<file path="src/rtl/scan_pkg.sv">
// Shared constants and state encoding for the scan sequencer and the decoder bench.
package scan_pkg;

    typedef enum logic [1:0] {
        IDLE  = 2'd0,
        DRIVE = 2'd1,
        BLANK = 2'd2
    } scan_state_t;

    localparam int SCAN_N            = 3;
    localparam int SCAN_BLANK_CYCLES = 2;

endpackage

</file>
<file path="src/rtl/scan_next_idx.sv">
// Circular priority finder: first set mask bit strictly after idx, wrapping around
// to idx itself last. wrap is set when the found index is not above idx.
module scan_next_idx #(
    parameter int N = 3
) (
    input  logic [2**N-1:0] mask,
    input  logic [N-1:0]    idx,
    output logic [N-1:0]    nxt,
    output logic            wrap
);

    logic [N-1:0] cand;

    // Walking offsets from farthest to nearest lets the nearest hit win.
    always_comb begin
        nxt  = idx;
        cand = '0;
        for (int k = 2**N; k >= 1; k--) begin
            cand = idx + N'(k);
            if (mask[cand]) begin
                nxt = cand;
            end
        end
    end

    assign wrap = (nxt <= idx);

endmodule

</file>
<file path="src/rtl/scan_sequencer.sv">
// Stepping select generator for a one-hot decoder: each enabled slot is driven for a
// programmable dwell, followed by a fixed blanking gap; single-frame or continuous.
module scan_sequencer
    import scan_pkg::*;
#(
    parameter int N            = SCAN_N,
    parameter int DWELL_W      = 8,
    parameter int BLANK_CYCLES = SCAN_BLANK_CYCLES
) (
    input  logic               clk,
    input  logic               rst,
    input  logic               start,
    input  logic               stop,
    input  logic               cont,
    input  logic [DWELL_W-1:0] dwell,
    input  logic [2**N-1:0]    mask,
    output logic [N-1:0]       sel,
    output logic               sel_valid,
    output logic               busy,
    output logic               frame_done,
    output logic [1:0]         dbg_state
);

    localparam int BW = $clog2(BLANK_CYCLES + 1);

    scan_state_t        state;
    logic [DWELL_W-1:0] dwell_cnt;
    logic [DWELL_W-1:0] dwell_lat;
    logic [BW-1:0]      blank_cnt;
    logic [2**N-1:0]    mask_lat;
    logic               cont_lat;

    logic [DWELL_W-1:0] dwell_eff;
    logic [2**N-1:0]    find_mask;
    logic [N-1:0]       find_idx;
    logic [N-1:0]       nxt_idx;
    logic               nxt_wrap;

    assign dwell_eff = (dwell == '0) ? DWELL_W'(1) : dwell;

    // In IDLE an all-ones index makes the finder return the lowest set bit of the live mask.
    assign find_mask = (state == IDLE) ? mask : mask_lat;
    assign find_idx  = (state == IDLE) ? '1   : sel;

    scan_next_idx #(.N(N)) u_next (
        .mask (find_mask),
        .idx  (find_idx),
        .nxt  (nxt_idx),
        .wrap (nxt_wrap)
    );

    assign dbg_state = state;

    always_ff @(posedge clk) begin
        frame_done <= 1'b0;
        if (rst) begin
            state      <= IDLE;
            sel        <= '0;
            sel_valid  <= 1'b0;
            busy       <= 1'b0;
            frame_done <= 1'b0;
            dwell_cnt  <= '0;
            dwell_lat  <= '0;
            blank_cnt  <= '0;
            mask_lat   <= '0;
            cont_lat   <= 1'b0;
        end else begin
            case (state)
                IDLE: begin
                    if (start && !stop && (mask != '0)) begin
                        dwell_lat <= dwell_eff;
                        mask_lat  <= mask;
                        cont_lat  <= cont;
                        sel       <= nxt_idx;
                        sel_valid <= 1'b1;
                        busy      <= 1'b1;
                        dwell_cnt <= dwell_eff;
                        state     <= DRIVE;
                    end
                end
                DRIVE: begin
                    if (stop) begin
                        sel_valid <= 1'b0;
                        busy      <= 1'b0;
                        state     <= IDLE;
                    end else if (dwell_cnt <= DWELL_W'(1)) begin
                        sel_valid <= 1'b0;
                        blank_cnt <= BW'(BLANK_CYCLES);
                        state     <= BLANK;
                    end else begin
                        dwell_cnt <= dwell_cnt - DWELL_W'(1);
                    end
                end
                BLANK: begin
                    if (stop) begin
                        busy  <= 1'b0;
                        state <= IDLE;
                    end else if (blank_cnt <= BW'(1)) begin
                        // A wrap (or a single-bit mask returning itself) closes the frame.
                        if (nxt_wrap && !cont_lat) begin
                            frame_done <= 1'b1;
                            busy       <= 1'b0;
                            state      <= IDLE;
                        end else begin
                            frame_done <= nxt_wrap;
                            sel        <= nxt_idx;
                            sel_valid  <= 1'b1;
                            dwell_cnt  <= dwell_lat;
                            state      <= DRIVE;
                        end
                    end else begin
                        blank_cnt <= blank_cnt - BW'(1);
                    end
                end
                default: begin
                    sel_valid <= 1'b0;
                    busy      <= 1'b0;
                    state     <= IDLE;
                end
            endcase
        end
    end

endmodule

</file>
<file path="config.mk">
export PLATFORM = sky130hd
export DESIGN_NAME = scan_sequencer
export DESIGN_NICKNAME = d
export VERILOG_FILES = /design/src/rtl/scan_pkg.sv /design/src/rtl/scan_next_idx.sv /design/src/rtl/scan_sequencer.sv
export SDC_FILE = /design/constraint.sdc
export NUM_CORES = 1
export LEC_CHECK = 0
export BUFFER_PORTS_ARGS = -buffer_cell sky130_fd_sc_hd__buf_2
export CAP_MARGIN = 15
export CORE_MARGIN = 2
export CORE_UTILIZATION = 47
export CTS_BUF_LIST = sky130_fd_sc_hd__clkbuf_8 sky130_fd_sc_hd__clkbuf_16
export DETAILED_ROUTE_END_ITERATION = 6
export PLACE_DENSITY = 0.68
export SLEW_MARGIN = 20
export SYNTH_ARGS = -nofsm -noshare
export SYNTH_HDL_FRONTEND = slang
export SYNTH_SLANG_ARGS = --single-unit
</file>
<file path="constraint.sdc">
create_clock -name clk -period 5.7 [get_ports clk]
set_clock_uncertainty 0.15 [all_clocks]
set_input_delay 0.285 -clock clk [delete_from_list [all_inputs] [get_ports clk]]
set_output_delay 0.285 -clock clk [all_outputs]
set_load 0.02 [all_outputs]
</file>
==> impl_metrics.ini <==
[worst_setup_path]
endpoint_kind = flop
endpoint = dwell_cnt[4]$_SDFFE_PP0P_
r2r-end = dwell_cnt[4]$_SDFFE_PP0P_
max_stage_delay_ns = 0.56
path_depth = 19
r2r_start = dbg_state[0]$_SDFFE_PP0P_
crit_arrival_ns = 5.36
path_max_fanout = 15
worstRegToRegCells = 19
crit_slowest_cell = mux4_2
crit_buf_inv = 2
critPathLaunch = dbg_state[0]$_SDFFE_PP0P_
path_common_cell = ha_1
r2r_slack_ns = 0.40
worstPathRequired_ns = 5.77
worst-setup-path-type = reg2reg
worstSetupStartpointType = flop
cp_top_family = simple AND/OR/NAND/NOR gates
cp_cell_sequence = inv_1 > ha_1 > or2_2 > inv_1 > ha_1 > or3_4 > and2_4 > mux4_2 > o2111a_1 > a211o_1 > nand2_1 > ha_1 > nor2b_1 > o21ai_0 > a32o_1 > a211oi_2 > nand3b_1 > or3_1 > a21oi_1

[clock_network]
cts_tree = built
cts_made_buffers = 5
ctsResizeCount = 0
cts_setup_buffers = 0
cts_root_buf = clkbuf_8
h-tree-depth = 2
clock_latency_ns = 0.29
ctsHoldBuffers = 0
cts_sinks = 35
path_clk_slew_ns = 0.08
cts_max_path_buffers = 2

[power_and_ir_drop]
powerDensity_mw_per_mm2 = 562
ir_worst_vdd_mv = 0.242
total_leakage_power_nw = 1.30

[yosys]
synth_area_sq_mm = 0.00280
yosysSeqAreaShare_pct = 25.1
yosysTopAreaCellShare_pct = 25.1
postSynthCellCount = 337
async_flop_share_pct = 0
yosysTopAreaCell = dfxtp_1
synth-simple-area-share_pct = 20.8
synth_top_family_by_area = simple AND/OR/NAND/NOR gates
synth-compound-area-share_pct = 20.2
ys_warn_count = 0
yosys.area_share.xor_xnor_pct = 3.09
synth_cell_types = 67
syn_avg_cell_area_sq_um = 8.29
synth_flop_cell = dfxtp_1
yosys.area_share.adder_pct = 5.37
synth-edff-count = 0
ys_top_cells_by_area = dfxtp_1 (25%), mux2i_1 (11%), ha_1 (5.4%), nor2_1 (4.8%), a21oi_1 (4.1%)
muxShareOfSynthArea_pct = 19.3
ys_seq_elements = 35
syn-num-nets = 370

[routing]
wl_per_cell_um = 16.2
ant_nets = 0
routed_wl_mm = 6.99
initialDrtViolationCount = 224
first_pass_iters = 4
viasPerCell = 5.94
drc = 0
vias = 2561

[floorplanning]
floorplan.die_area_sq_mm = 0.00658
ioPinCount = 29
die_h_um = 81.1
start_util_pct = 47.8
rows = 28
die_w_um = 81.1
coreArea_sq_mm = 0.00585

[timing]
setup_tns_ns = 0
rsz0062_at_grt = false
max-slew-margin-rel_pct = 48.1
setup_viol = 0
tightest_slew_ns = 0.777
period_share_pct = 92.9
fin_crit_ns = 5.30
hold_viol_final = 0
fmax_mhz = 189
slew_violations = 0

[run_status]
status = finished, final reports clean

[global_routing]
track_usage_pct = 23.1
grt_overflow = 0
grt_max_degree = 37
grt_pass1_vias = 2350
grt_pass1_wl_mm = 11.8
antenna_found_initial = 0

[placement]
port_buffers = 28
place_congestion = 0.907
place_hpwl_mm = 5.08

[hold_path]
worstHoldPathType = in2reg

[run]
maxCapViolations = 0

[cells_and_area]
final_nets = 387
area.growth.synth_to_final_pct = 10.3
register_area_sq_um = 701
multi_input_area_sq_mm = 0.00192
layout-drive-gt1-share_pct = 19.4
fill_cells = 558
fin_util_pct = 52.7
-- sequential cells by signal, summed over array words and instances, names as in the netlist --
register,flops
sel_valid,1
busy,1
blank_cnt,2
cont_lat,1
frame_done,1
dwell_lat,8
sel,3
mask_lat,8
dwell_cnt,8
dbg_state,2
-- metal layers --
metal / part of all wire, % / up-vias / wire [um] / GRT usage [%]
met1: 48 / 1208 / 3340 / 33.0
met5: 0 / - / 0 / 0
met2: 45 / 69 / 3150 / 34.5
li1: - / 1272 / - / -
met4: 1.6 / 0 / 113 / 7.12
met3: 5.5 / 12 / 387 / 5.44
-- worst reg2reg max path, cell delays in order, from the launching register on --
cell and delay [ns]:
dfxtp_1 0.40, inv_1 0.10, ha_1 0.26, or2_2 0.35
inv_1 0.19, ha_1 0.30, or3_4 0.17, and2_4 0.18
mux4_2 0.56, o2111a_1 0.17, a211o_1 0.29, nand2_1 0.09
ha_1 0.16, nor2b_1 0.14, o21ai_0 0.11, a32o_1 0.25
a211oi_2 0.28, nand3b_1 0.43, or3_1 0.51, a21oi_1 0.14
-- power breakdown --
group	switching, mW	total [mW]	internal, mW
registers	0.0663	0.360	0.294
logic	0.630	1.13	0.499
clock network	0.0987	0.243	0.144
-- cell usage in the layout, fill, tap and decap left out, drive strengths merged, types with 3 or more instances in the layout --
cell,count
a211oi,4
a21o,4
a21oi,24
a221oi,10
a31oi,4
and2,3
buf,33
clkbuf,6
dfxtp,35
ha,12
inv,17
mux2,8
mux2i,33
mux4,5
nand2,30
nand2b,3
nand3,10
nor2,37
nor2b,4
nor3,4
nor3b,4
nor4,6
o21ai,8
or3,9
xnor2,4
xor2,5
-- per-stage QoR --
step / std cells / hold WS [ns] / instance area (sq um) / power [mW] / setup WS [ns]
after detailed placement: 422 / 0.302 / 2960 / 1.48 / 0.505
after global placement: 422 / 0.299 / 2960 / 1.46 / 0.568
final: 431 / 0.0777 / 3080 / 1.73 / 0.402
after floorplan: 337 / 0.279 / 2800 / 1.27 / 0.497
after global routing: 430 / 0.0881 / 3080 / 1.88 / 0.0259
after CTS: 430 / 0.0688 / 3080 / 1.73 / 0.459
-- how the worst min path moves through the flow --
stage | startpoint | endpoint | slack, ns | depth (start not counted)
5_1_grt | cont | cont_lat$_SDFFE_PP0P_ | 0.09 | 3
2_1_floorplan | cont | cont_lat$_SDFFE_PP0P_ | 0.28 | 2
3_3_place_gp | dwell_lat[2]$_SDFFE_PP0P_ | dwell_lat[2]$_SDFFE_PP0P_ | 0.30 | 2
3_5_place_dp | dwell_lat[5]$_SDFFE_PP0P_ | dwell_lat[5]$_SDFFE_PP0P_ | 0.30 | 2
6_report | cont | cont_lat$_SDFFE_PP0P_ | 0.08 | 3
4_1_cts | cont | cont_lat$_SDFFE_PP0P_ | 0.07 | 3
-- cell families (layout without fill, tap and decap cells) --
family | Yosys count | count (layout)
simple gates | 118 | 118
compound gates | 77 | 77
mux | 46 | 46
buf+inv | 40 | 58
flops | 35 | 35
fa+ha+maj | 12 | 12
xor+xnor | 9 | 9
other cells | 0 | 1
-- synth_stat cells (3+ instances only) --
| master | number |
|---|---|
| buf_2 | 3 |
| nand2_1 | 30 |
| a31oi_1 | 3 |
| buf_1 | 3 |
| mux2_2 | 7 |
| ha_1 | 12 |
| inv_1 | 15 |
| nor2b_1 | 4 |
| o21ai_1 | 3 |
| xnor2_1 | 3 |
| nand2b_1 | 3 |
| a211oi_1 | 3 |
| a21oi_1 | 23 |
| mux2i_1 | 31 |
| o21ai_0 | 4 |
| dfxtp_1 | 35 |
| nor3b_1 | 4 |
| or3_1 | 8 |
| a221oi_1 | 10 |
| xor2_1 | 5 |
| nor4_1 | 6 |
| nand3_1 | 10 |
| nor3_1 | 4 |
| a21o_1 | 4 |
| mux4_2 | 5 |
| clkbuf_1 | 14 |
| nor2_1 | 36 |
-- cell type report --
| type | count | share of cell area [%] |
|---|---|---|
| antenna | 1 | 0.0812 |
| timing repair buffer | 33 | 5.77 |
| inverter | 17 | 2.07 |
| clock buffer | 6 | 2.68 |
| clock inverter | 2 | 1.26 |
| sequential | 35 | 22.7 |
| multi-input combinational | 262 | 62.4 |
| tap | 75 | 3.05 |
No activity file was read; power rests on OpenSTA's default activity.
